### src/rtl/if_fetch.sv
`default_nettype none
// ============================================================================
// Module      : if_fetch
// Description : Instruction fetch stage of the MIPS pipeline. Owns the
//               program counter, drives a one-cycle registered-read
//               instruction memory and presents each fetched instruction to
//               decode with its PC and a valid flag. Stalls hold the current
//               instruction; a taken branch/jump costs one bubble cycle.
// Revision    : 1.0 - initial release
// ----------------------------------------------------------------------------
// Ports
//   clk_i          in   clock, all state changes on the rising edge
//   rst_n_i        in   synchronous active-low reset
//   stall_i        in   downstream cannot accept; hold current instruction
//   redirect_i     in   taken branch/jump this cycle (wins over stall)
//   redirect_pc_i  in   redirect target byte address
//   im_enable_o    out  instruction memory enable (low only in reset)
//   im_read_o      out  instruction memory read strobe
//   im_addr_o      out  instruction memory address (next fetch address)
//   im_data_i      in   instruction memory read data
//   instr_o        out  fetched instruction, NOP_INSTR when not valid
//   pc_o           out  byte address of instr_o
//   pc_plus4_o     out  pc_o + 4 (wraps)
//   valid_o        out  instr_o/pc_o hold a real in-path instruction
//   align_err_o    out  one-cycle pulse: misaligned redirect was aligned
//   instr_count_o  out  number of instructions accepted by decode
// ============================================================================
module if_fetch #(
    parameter int                      PC_SIZE    = 32,
    parameter int                      INSTR_SIZE = 32,
    parameter logic [PC_SIZE-1:0]      RESET_PC   = '0,
    parameter logic [INSTR_SIZE-1:0]   NOP_INSTR  = '0
) (
    input  logic                    clk_i,
    input  logic                    rst_n_i,
    input  logic                    stall_i,
    input  logic                    redirect_i,
    input  logic [PC_SIZE-1:0]      redirect_pc_i,
    output logic                    im_enable_o,
    output logic                    im_read_o,
    output logic [PC_SIZE-1:0]      im_addr_o,
    input  logic [INSTR_SIZE-1:0]   im_data_i,
    output logic [INSTR_SIZE-1:0]   instr_o,
    output logic [PC_SIZE-1:0]      pc_o,
    output logic [PC_SIZE-1:0]      pc_plus4_o,
    output logic                    valid_o,
    output logic                    align_err_o,
    output logic [31:0]             instr_count_o
);

    localparam logic [1:0]          c_BOOT   = 2'd0;
    localparam logic [1:0]          c_RUN    = 2'd1;
    localparam logic [1:0]          c_BUBBLE = 2'd2;
    localparam logic [PC_SIZE-1:0]  c_PC_INC = PC_SIZE'(4);

    logic [1:0]          r_state;
    logic [PC_SIZE-1:0]  r_fetch_pc;   // address being read from im this cycle
    logic [PC_SIZE-1:0]  r_req_pc;     // address whose data im currently holds
    logic                r_align_err;
    logic [31:0]         r_instr_count;

    logic                w_valid;
    logic                w_accept;

    assign w_valid  = (r_state == c_RUN);
    assign w_accept = w_valid & ~stall_i;

    always_ff @(posedge clk_i) begin
        if (!rst_n_i) begin
            r_state       <= c_BOOT;
            r_fetch_pc    <= RESET_PC;
            r_req_pc      <= RESET_PC;
            r_align_err   <= 1'b0;
            r_instr_count <= 32'd0;
        end else begin
            r_align_err <= redirect_i & (|redirect_pc_i[1:0]);

            if (w_accept) begin
                r_instr_count <= r_instr_count + 32'd1;
            end

            if (redirect_i) begin
                // Whatever im returns for this edge is wrong-path; BUBBLE
                // keeps it off the outputs while the target is read.
                r_fetch_pc <= {redirect_pc_i[PC_SIZE-1:2], 2'b00};
                r_state    <= c_BUBBLE;
            end else if (!stall_i) begin
                r_req_pc   <= r_fetch_pc;
                r_fetch_pc <= r_fetch_pc + c_PC_INC;
                r_state    <= c_RUN;
            end
        end
    end

    // Enable low in reset clears im's output register; read low with
    // enable high makes im hold its data across a stall.
    assign im_enable_o   = rst_n_i;
    assign im_read_o     = rst_n_i & ~stall_i;
    assign im_addr_o     = r_fetch_pc;

    assign valid_o       = w_valid;
    assign instr_o       = w_valid ? im_data_i : NOP_INSTR;
    assign pc_o          = r_req_pc;
    assign pc_plus4_o    = r_req_pc + c_PC_INC;
    assign align_err_o   = r_align_err;
    assign instr_count_o = r_instr_count;

endmodule
`default_nettype wire

### config.mk
export PLATFORM = sky130hd
export DESIGN_NAME = if_fetch
export DESIGN_NICKNAME = d
export VERILOG_FILES = /design/src/rtl/if_fetch.sv
export SDC_FILE = /design/constraint.sdc
export NUM_CORES = 1
export LEC_CHECK = 0
export BUFFER_PORTS_ARGS = -buffer_cell sky130_fd_sc_hd__buf_2
export CORE_UTILIZATION = 30
export DETAILED_ROUTE_END_ITERATION = 16
export GPL_TIMING_DRIVEN = 1
export SYNTH_ARGS = -nofsm -noshare
export SYNTH_HDL_FRONTEND = slang
export SYNTH_SLANG_ARGS = --single-unit
### constraint.sdc
create_clock -name clk_i -period 2.4 [get_ports clk_i]
set_clock_uncertainty 0.2 [all_clocks]
set_input_delay 0.36 -clock clk_i [delete_from_list [all_inputs] [get_ports clk_i]]
set_output_delay 0.36 -clock clk_i [all_outputs]
set_load 0.01 [all_outputs]
======== Word level (Yosys, flattened, before mapping) ========
Index checks and enable logic that the tools add are counted.
cells by class
  reductions and logical operators ........ 3
  equality and inequality tests ........... 2
  multiplexer cells ....................... 5
  add/subtract/negate cells ............... 3
  bitwise logic cells ..................... 6
operator list
  operator               number
  $mux 32                3
  $add 32x3->32 const B  2
  $add 32x1->32 const B  1
  $mux 2                 2
  $reduce_or 2->1        2
  $and 1x1->1            3
  $not 1->1              3
  $eq 2x1->1 const B     1
  $ne 2x1->1 const B     1
  $reduce_and 2->1       1
storage, ports and cells
  input port bits ......................... 68
  flip-flop bits (word level) ............. 99
  output and inout bits ................... 164
  word-level logic and storage cells ...... 26

======== Depth between registers and ports, before layout ========
Gate-level depths: netlist (run 1).
  word-level depth ........................ 3
  gate-level depth with buffers ........... 7
  mapped depth without buffers ............ 6

======== Worst setup path before layout (run 1) ========
Ideal clock, no wire load.
  path type ............................... register to output
  start point ............................. register r_req_pc[2] (netlist: pc_o[2])
  end point ............................... output port pc_plus4_o[28]
  arrival ................................. 1.882 ns
  stages on the path, launching flop included .. 7
  buffers on the path ..................... 0
  setup slack ............................. -0.042 ns
  cells stage by stage .................... dfxtp_1 ha_1 nand3_1 nor4_2 nand4_1 nand2b_1 xnor2_1
between the ends
  cells in the longest elaborated chain, start to end .. 1
ends and longest elaborated chain
  element                 line  text
  from (decl)             58    logic [PC_SIZE-1:0] r_req_pc;
  from (signal assigned)  88    r_req_pc <= r_fetch_pc;
  $add 32x3->32           104   assign pc_plus4_o = r_req_pc + c_PC_INC;
  to (decl)               45    output logic [PC_SIZE-1:0] pc_plus4_o,
Every way passes these cells.

======== Final worst setup path (run 1) ========
  start point ............................. register r_req_pc[9] (netlist: pc_o[9])
  end point ............................... output port pc_plus4_o[25]
The elaborated chain is that of the path after synthesis.

==> results.py, run 1 <==
metrics = {
    "clock_network": {
        "cts_tree": "built",
        "cts_made_buffers": 9,
        "cts_sinks": 95,
        "clk_pin_slew_ps": 70,
        "cts.path.max_buffers": 2,
        "clock_latency_ps": 350,
        "htreeDepth": 3,
        "cts-root-buf": "clkbuf_16",
    },
    "critical_path": {
        "cp-end-kind": "primary output",
        "slowest_delay_ps": 340,
        "crit_fanout": 8,
        "startpoint_type": "register",
        "crit_slowest_cell": "dfxtp_2",
        "critPathKind": "reg2out",
        "path_common_cell": "buf_4",
        "reg2regPathDepth": 5,
        "worst_ep_required_time_ps": 1840,
        "r2r_slack_ps": 260,
        "timing.rr.start": "im_addr_o[9]$_SDFFE_PN0P_",
        "cp.arrival_ps": 1910,
        "r2r_end": "im_addr_o[31]$_SDFFE_PN0P_",
        "critical_path.cell_chain": "nand4_1, buf_4, buf_4, nor2_2, nand2_4, nor3_2, xor2_1, buf_2",
    },
    "yosys": {
        "syn_inst": 644,
        "yosysWarnings": 0,
        "yosys.area.top_type": "dfxtp_1",
        "synth_edf_count": 0,
        "synth.distinct_cells": 53,
        "synthTopCellsByArea": "dfxtp_1 (37%), nand2_1 (7.3%), xnor2_1 (6.6%), and2_1 (6.4%), xor2_1 (6.2%)",
        "avgSynthCellArea_um2": 8.05,
        "ys_ff_latch": 95,
        "async_flop_share_pct": 0,
        "synthFlopType": "dfxtp_1",
        "syn_area_um2": 5190,
        "yosys.area.top_type_share_pct": 36.7,
        "yosysSeqAreaShare_pct": 36.7,
    },
    "hold_path": {
        "holdPathEnd": "im_addr_o[9]$_SDFFE_PN0P_",
        "min_path_type": "in2reg",
        "worstHoldStart": "redirect_pc_i[9]",
        "hold_path_depth": 2,
    },
    "grt": {
        "grt_pass1_vias": 4787,
        "grt.total_usage_pct": 17.9,
        "overflow": 0,
        "grt_pass1_wl_um": 25600,
        "grt_max_degree": 58,
        "antenna_found_initial": 1,
    },
    "final_layout": {
        "ff_latch_area_um2": 1910,
        "multi_input_area_um2": 3190,
        "final_cell_mix": "buf_2 (225), nand2_1 (99), dfxtp_1 (85)",
        "nets": 974,
        "postLayoutCoreUtil_pct": 43.4,
        "final_common_cell": "buf_2",
        "area_delta_synth_final_pct": 40.3,
        "drive_above_1_share_pct": 36.7,
        "final_area_um2": 7270,
        "fill_cells": 1693,
    },
    "timing": {
        "hold_violations": 0,
        "period_share_pct": 103,
        "setup_viol": 11,
        "worst_pin_slew_ps": 609,
        "slew_headroom_pct": 59.4,
        "whs_ps": 31.2,
        "max_freq_mhz": 405,
        "layout_setup_ws_ps": -68.9,
        "rsz0062_at_grt": "yes",
        "layout_min_cycle_time_ps": 2470,
        "slew_viol_final": 0,
    },
    "placement": {
        "placed_area_um2": 6830,
        "globalplace.congestion": 0.806,
        "port_buffers": 225,
        "dp_hpwl_um": 11900,
    },
    "pwr": {
        "ir_drop_mv": 0.366,
        "power_w": 0.00349,
        "p_leak_nw": 3.37,
        "power.density_nw_per_um2": 479,
    },
    "floorplanning": {
        "initial_utilization_pct": 30.9,
        "rows": 47,
        "dieHeight_um": 133,
        "design.portCount": 232,
        "die-area_um2": 17800,
        "core_region_area_um2": 16800,
        "fp.dieW_um": 133,
    },
    "drt": {
        "post_drt_wl_per_cell_um": 14.2,
        "ant_nets": 0,
        "totalWireLength_um": 16000,
        "dr.first_iter.drc_count": 249,
        "post-route-drc-count": 0,
        "vias_per_cell": 4.74,
        "drtPass1Iterations": 4,
        "num_vias": 5347,
    },
    "job": {
        "maxCapViolCount": 0,
    },
    "status": {
        "violations": "negative setup slack",
        "outcome": "finished with violations",
    },
}
## metal layers
metal  global-route usage (%)  part of all wire, %  wire length [um]
met4                     2.84                 0.55                88
met1                     23.8                   46              7380
met2                     29.3                   47              7510
met3                     4.91                  6.3              1010
met5                        0                    0                 0
## Yosys cell counts, types with 2 or more instances
library cell    n
nor3_2          2
nand4b_1        2
ha_1            3
buf_4           7
dfxtp_1        95
clkinv_1        2
o211a_1         5
and2_1         53
nand4_2         2
nand2_1       101
a22oi_1         3
nor2_1         37
o22ai_1         3
a21oi_1        16
inv_1          11
xor2_1         37
or3_1           7
mux2i_1         2
xnor2_1        39
a21boi_0       31
nand3_1        36
and4_1         12
nor2b_1         3
clkbuf_1       29
and3_1          6
o21ai_0        27
nor3_1         12
nand2b_1        6
nand4_1        28
nor4_1          4
## logic make-up after synthesis
logic type	Yosys count	share of synthesized area, %
other	1	0.0723
AOI/OAI and AO/OA	91	11.3
xor gates and xnor gates	76	12.8
buffers and inverters	52	4.32
muxes	3	0.603
adders and majority gates	3	0.724
DFF	95	36.7
and+or+nand+nor	323	33.4
## area by class of cell
type | count | share of cell area (%)
tap | 220 | 3.78
multi-input combinational | 502 | 43.8
inverter | 13 | 0.671
clock buffer | 10 | 3.15
clock inverter | 6 | 0.688
antenna | 1 | 0.0344
timing repair buffer | 282 | 21.5
sequential | 95 | 26.3
## through the flow
stage | cells | setup TNS, ps | worst slack, ps
final | 1129 | -402 | -68.9
after global routing | 1128 | -2310 | -221
after CTS | 1126 | -373 | -88.8
after detailed placement | 1105 | 0 | 14.0
after global placement | 1105 | 0 | 72.1
after floorplan | 649 | 0 | 2.31
## worst max path at each step
stage | slack, ps | start | cells after the start | end
after floorplan | 2 | pc_o[2]$_SDFFE_PN0P_ | 6 | pc_plus4_o[28]
after global placement | 70 | pc_o[2]$_SDFFE_PN0P_ | 7 | pc_plus4_o[28]
after detailed placement | 10 | pc_o[2]$_SDFFE_PN0P_ | 7 | pc_plus4_o[26]
after CTS | -90 | pc_o[9]$_SDFFE_PN0P_ | 6 | pc_plus4_o[26]
after global routing | -220 | pc_o[3]$_SDFFE_PN0P_ | 7 | pc_plus4_o[26]
final | -70 | pc_o[9]$_SDFFE_PN0P_ | 8 | pc_plus4_o[25]
## worst max-delay path, delay by kind of cell, from the launching register on
| family | cells | cell delay [ps] |
|---|---|---|
| buffers and inverters | 3 | 440 |
| XOR/XNOR | 1 | 160 |
| flip-flops | 1 | 340 |
| AND/OR/NAND/NOR | 4 | 630 |
## flip-flops by register name (all words and copies together) (netlist names)
name           cells
instr_count_o     32
align_err_o        1
im_addr_o         30
r_state            2
pc_o              30
## repair_timing
item	4_1_cts	5_1_grt
cloned	0	0
hold buffers	0	0
endpoints found under the setup margin	16	17
buffers inserted	5	2
pin swaps	15	3
gates resized for setup	27	4
## report_power, final
group          internal [W]  switching, W  total (W)
Combinational      0.000196      0.000227   0.000423
Clock              0.000716      0.000658    0.00137
Sequential          0.00163     0.0000645    0.00169
Total               0.00254      0.000949    0.00349
Note: power is estimated with default switching activity, not from simulation.
==> run 2: changes to the inputs <==
Settings changed: ABC_AREA set to 1, BUFFER_PORTS_ARGS -buffer_cell sky130_fd_sc_hd__buf_2 to unset, DONT_BUFFER_PORTS set to 1.
==> results.py, run 2 <==
metrics = {
    "pwr": {
        "ir_drop_mv": 0.255,
        "power.density_nw_per_um2": 515,
        "p_leak_nw": 3.11,
        "power_w": 0.00368,
    },
    "clock_network": {
        "clock_latency_ps": 350,
        "cts.path.max_buffers": 2,
        "cts_made_buffers": 9,
        "cts_tree": "built",
        "cts-root-buf": "clkbuf_16",
        "clk_pin_slew_ps": 70,
        "htreeDepth": 3,
        "cts_sinks": 95,
    },
    "hold_path": {
        "holdPathEnd": "instr_count_o[1]$_SDFFE_PN0P_",
        "min_path_type": "in2reg",
        "hold_path_depth": 3,
        "worstHoldStart": "stall_i",
    },
    "critical_path": {
        "worst_ep_required_time_ps": 1840,
        "r2r_slack_ps": 330,
        "crit_fanout": 3,
        "reg2regPathDepth": 9,
        "cp.arrival_ps": 1840,
        "startpoint_type": "register",
        "timing.rr.start": "im_addr_o[4]$_SDFFE_PN0P_",
        "r2r_end": "im_addr_o[26]$_SDFFE_PN0P_",
        "cp-end-kind": "primary output",
        "critPathKind": "reg2out",
    },
    "timing": {
        "max_freq_mhz": 416,
        "period_share_pct": 100,
        "slew_viol_final": 0,
        "layout_setup_ws_ps": -2.55,
        "slew_headroom_pct": 63.4,
        "worst_pin_slew_ps": 547,
        "rsz0062_at_grt": "yes",
        "layout_min_cycle_time_ps": 2400,
        "setup_viol": 1,
        "hold_violations": 0,
    },
    "floorplanning": {
        "initial_utilization_pct": 30.5,
        "dieHeight_um": 143,
        "die-area_um2": 20400,
        "design.portCount": 232,
        "core_region_area_um2": 19500,
        "fp.dieW_um": 143,
        "rows": 51,
    },
    "placement": {
        "placed_area_um2": 6470,
        "port_buffers": 0,
        "globalplace.congestion": 0.949,
        "dp_hpwl_um": 15900,
    },
    "yosys": {
        "yosys.area.top_type_share_pct": 32.0,
        "yosysSeqAreaShare_pct": 32.0,
        "ys_ff_latch": 95,
        "synth_edf_count": 0,
        "synthFlopType": "dfxtp_1",
        "synthTopCellsByCount": "nand2_1 (225), nor2_1 (176), inv_1 (140)",
        "syn_area_um2": 5940,
        "yosysWarnings": 0,
        "synth.distinct_cells": 39,
        "synthTopCellsByArea": "dfxtp_1 (32%), nand2_1 (14%), nor2_1 (11%), inv_1 (8.8%), nand3_1 (4.7%)",
        "yosys.area.top_type": "dfxtp_1",
        "avgSynthCellArea_um2": 6.19,
        "syn_inst": 960,
        "yosysMostFrequentCell": "nand2_1",
        "async_flop_share_pct": 0,
    },
    "drt": {
        "num_vias": 6177,
        "vias_per_cell": 4.85,
        "post_drt_wl_per_cell_um": 16.5,
        "dr.first_iter.drc_count": 381,
        "post-route-drc-count": 0,
        "drtPass1Iterations": 5,
        "ant_nets": 0,
        "totalWireLength_um": 21000,
    },
    "final_layout": {
        "antennaDiodeCount": 0,
        "final_area_um2": 7140,
        "final_common_cell": "nand2_1",
        "largest_register_ffs": 32,
        "nets": 1075,
        "area_delta_synth_final_pct": 20.2,
        "drive_above_1_share_pct": 13.9,
        "final_cell_mix": "nand2_1 (222), nor2_1 (166), inv_1 (140)",
    },
    "grt": {
        "overflow": 0,
        "grt.total_usage_pct": 20.3,
        "antenna_found_initial": 0,
        "grt_pass1_vias": 5420,
        "grt_pass1_wl_um": 31200,
        "grt_max_degree": 60,
    },
    "job": {
        "maxCapViolCount": 0,
    },
    "status": {
        "violations": "negative setup slack",
        "outcome": "finished with violations",
    },
}
## run 2: cell count changes in the layout (fill, tap and decap cells not counted), sizes merged, moves of 13 or more
cell    previous run  this run
a21boi            31         0
nand2            101       227
nand3             36        60
nor2              37       190
buf              282        54
nand3b             1        14
xor2              37        23
and2              53         1
inv               14       148
xnor2             39         7
## run 2: worst max-delay path by stage
stage / start / to / slack (ps) / cells past startpoint
floorplan: pc_o[2]$_SDFFE_PN0P_ / pc_plus4_o[20] / 260 / 8
finish: pc_o[6]$_SDFFE_PN0P_ / pc_plus4_o[26] / -3 / 5
global route: pc_o[6]$_SDFFE_PN0P_ / pc_plus4_o[26] / -80 / 5
CTS: pc_o[3]$_SDFFE_PN0P_ / pc_plus4_o[18] / -10 / 9
global placement: pc_o[2]$_SDFFE_PN0P_ / pc_plus4_o[29] / 220 / 9
detailed placement: pc_o[3]$_SDFFE_PN0P_ / pc_plus4_o[20] / 220 / 9
## run 2: final cells by class
class,count,area (um2)
Inverter,150,563
Sequential cell,95,1920
Fill cell,2092,12300
Multi-Input combinational cell,685,3490
Tap cell,265,332
Clock inverter,5,58.8
Timing Repair Buffer,63,532
Clock buffer,10,239
## run 2: timing repair
action,in CTS,in global routing
endpoints found under the setup margin,11,17
hold endpoints to repair,64,0
gates resized for setup,17,36
pin swaps,3,7
gates cloned,0,0
hold buffers,10,0
buffers inserted,3,4
## run 2: cells by family (layout without fill, tap and decap cells)
group	count (synthesis)	after routing	synth area share, %
AOI/OAI and AO/OA	96	96	9.52
other	1	6	0.0631
buffers and inverters	185	228	12.5
and+or+nand+nor	550	550	40.9
adders and majority gates	3	3	0.632
DFF	95	95	32.0
xor gates and xnor gates	30	30	4.42
## run 2: power breakdown
part / switching (W) / total [W] / leakage, nW / internal [W]
Combinational: 0.000300 / 0.000466 / 2.19 / 0.000166
Sequential: 0.000103 / 0.00174 / 0.782 / 0.00164
Clock: 0.000637 / 0.00147 / 0.141 / 0.000831
## run 2: through the flow
step | instances | hold slack, ps | util [%] | worst slack (ps) | TNS [ps]
2_1_floorplan | 965 | 270 | - | 259 | 0
3_3_place_gp | 1241 | 247 | 33.3 | 216 | 0
3_5_place_dp | 1241 | 248 | 33.3 | 217 | 0
4_1_cts | 1269 | 1.25 | 35.8 | -13.8 | -13.8
5_1_grt | 1273 | 7.59 | 36.7 | -76.9 | -216
6_report | 1273 | 10.9 | 36.7 | -2.55 | -2.55
## run 2: per-layer routing
metal	global-route usage (%)	part of all wire (%)
met2	32.6	45
met1	25.0	42
met4	8.09	2.8
met5	0	0
met3	6.44	9.6
## run 2: critical path, cell delays in order, from the launching register on
cell	delay [ps]
dfxtp_1	330
buf_4	140
nand2_1	120
nor3_1	450
nand4_1	170
xor2_1	300
==> run 3: changes to the inputs <==
Settings changed: CELL_PAD_IN_SITES_DETAIL_PLACEMENT set to 1, CELL_PAD_IN_SITES_GLOBAL_PLACEMENT set to 1, PLACE_DENSITY_LB_ADDON set to 0.1.
==> results.py, run 3 (synthesized netlist as in run 2, its figures left out) <==
metrics = {
    "final_layout": {
        "final_common_cell": "nand2_1",
        "antennaDiodeCount": 0,
        "stdcell_count": 1263,
        "final_area_um2": 7090,
        "drive_above_1_share_pct": 13.5,
        "final_cell_mix": "nand2_1 (220), nor2_1 (167), inv_1 (140)",
        "nets": 1066,
        "fill_cells": 2532,
        "area_delta_synth_final_pct": 19.3,
        "largest_register_ffs": 32,
    },
    "critical_path": {
        "critPathKind": "reg2out",
        "cp-end-kind": "primary output",
        "startpoint_type": "register",
        "worst_ep_required_time_ps": 1840,
        "crit_fanout": 3,
        "cp.arrival_ps": 1790,
    },
    "pwr": {
        "comb_power_share_pct": 12.2,
        "ir_drop_mv": 0.459,
        "p_int_w": 0.00265,
        "power.density_nw_per_um2": 523,
        "pwr-share-clk_pct": 40.6,
        "p_sw_share_pct": 28.6,
        "p_leak_nw": 3.08,
        "switchingPower_w": 0.00106,
        "seqPwrFrac_pct": 47.2,
    },
    "timing": {
        "setup_viol": 0,
        "layout_min_cycle_time_ps": 2350,
        "worst_pin_slew_ps": 498,
        "slew_headroom_pct": 66.5,
        "max_freq_mhz": 426,
        "period_share_pct": 97.8,
        "rsz0062_at_grt": "yes",
        "slew_viol_final": 0,
        "hold_violations": 0,
    },
    "grt": {
        "grt_max_degree": 61,
        "overflow": 0,
        "antenna_found_initial": 0,
        "grt.total_usage_pct": 22.5,
        "grt_pass1_vias": 5950,
        "grt_pass1_wl_um": 34400,
    },
    "placement": {
        "placed_area_um2": 6430,
        "dp_hpwl_um": 17400,
        "port_buffers": 0,
        "dp_cells": 1237,
        "globalplace.congestion": 0.908,
    },
    "clock_network": {
        "cts_sinks": 95,
        "cts_tree": "built",
        "cts-root-buf": "clkbuf_16",
        "clock_latency_ps": 350,
        "clk_pin_slew_ps": 60,
        "cts.path.max_buffers": 2,
        "htreeDepth": 3,
        "cts_made_buffers": 9,
    },
    "status": {
        "outcome": "completed",
    },
    "floorplanning": {
        "rows": 51,
        "dieHeight_um": 143,
        "initial_utilization_pct": 30.5,
        "die-area_um2": 20400,
        "fp.dieW_um": 143,
        "core_region_area_um2": 19500,
        "design.portCount": 232,
    },
    "drt": {
        "drtPass1Iterations": 4,
        "vias_per_cell": 4.94,
        "num_vias": 6233,
        "totalWireLength_um": 23100,
        "ant_nets": 0,
        "dr.first_iter.drc_count": 255,
        "post-route-drc-count": 0,
        "post_drt_wl_per_cell_um": 18.3,
    },
    "hold_path": {
        "min_path_type": "in2reg",
    },
    "job": {
        "maxCapViolCount": 0,
    },
}
-- run 3: worst max-delay path, cell delays in order, from the launching register on --
cell and delay (ps):
dfxtp_1 350, nand2_1 180, nor3_4 250, nand2_2 120
nor2_4 130, nand2_4 90, nor2_4 130, xor2_2 190
-- run 3: power by group through the flow --
stage	clock, W	combinational, W	sequential [W]
2_1_floorplan	0	0.000278	0.00177
3_3_place_gp	0	0.000397	0.00178
3_5_place_dp	0	0.000399	0.00179
4_1_cts	0.00156	0.000446	0.00175
5_1_grt	0.00160	0.000503	0.00176
6_report	0.00151	0.000451	0.00175
-- run 3: repair_timing --
action,4_1_cts,5_1_grt
endpoints found under the setup margin,14,17
hold buffers,9,0
buffers inserted,3,0
endpoints found under the hold margin,65,0
resized for setup,24,36
pin swaps,3,11
-- run 3: cell type report --
| class | count | area, um2 | area share [%] |
|---|---|---|---|
| tap | 265 | 332 | 4.68 |
| multi-input combinational | 685 | 3520 | 49.6 |
| clock inverter | 3 | 43.8 | 0.618 |
| clock buffer | 11 | 253 | 3.56 |
| timing repair buffer | 54 | 449 | 6.33 |
| inverter | 150 | 563 | 7.94 |
| sequential | 95 | 1930 | 27.2 |
-- run 3: worst paths after layout --
path	startpoint	endpoint	slack (ps)	cells past startpoint
max	pc_o[9]$_SDFFE_PN0P_	pc_plus4_o[20]	50	7
min reg2reg	pc_o[7]$_SDFFE_PN0P_	pc_o[7]$_SDFFE_PN0P_	290	2
max reg2reg	im_addr_o[9]$_SDFFE_PN0P_	im_addr_o[28]$_SDFFE_PN0P_	350	9
min	redirect_pc_i[2]	im_addr_o[2]$_SDFFE_PN0P_	20	2
-- run 3: through the flow --
step           TNS (ps)  hold slack (ps)  util [%]  total power, W  setup slack (ps)
2_1_floorplan         0              270         -         0.00205               259
3_3_place_gp          0              250      33.0         0.00218               245
3_5_place_dp          0              251      33.0         0.00219               248
4_1_cts               0             13.3      35.6         0.00376              5.90
5_1_grt            -134             31.7      36.4         0.00386             -50.9
6_report              0             22.0      36.4         0.00371              53.8
-- run 3: layer usage --
layer / vias to the layer above / part of all wire [%] / track usage (%)
met1: 2933 / 47 / 30.3
met2: 186 / 45 / 36.0
met5: - / 0 / 0
met4: 0 / 1.9 / 7.64
li1: 3094 / - / -
met3: 20 / 5.8 / 4.12
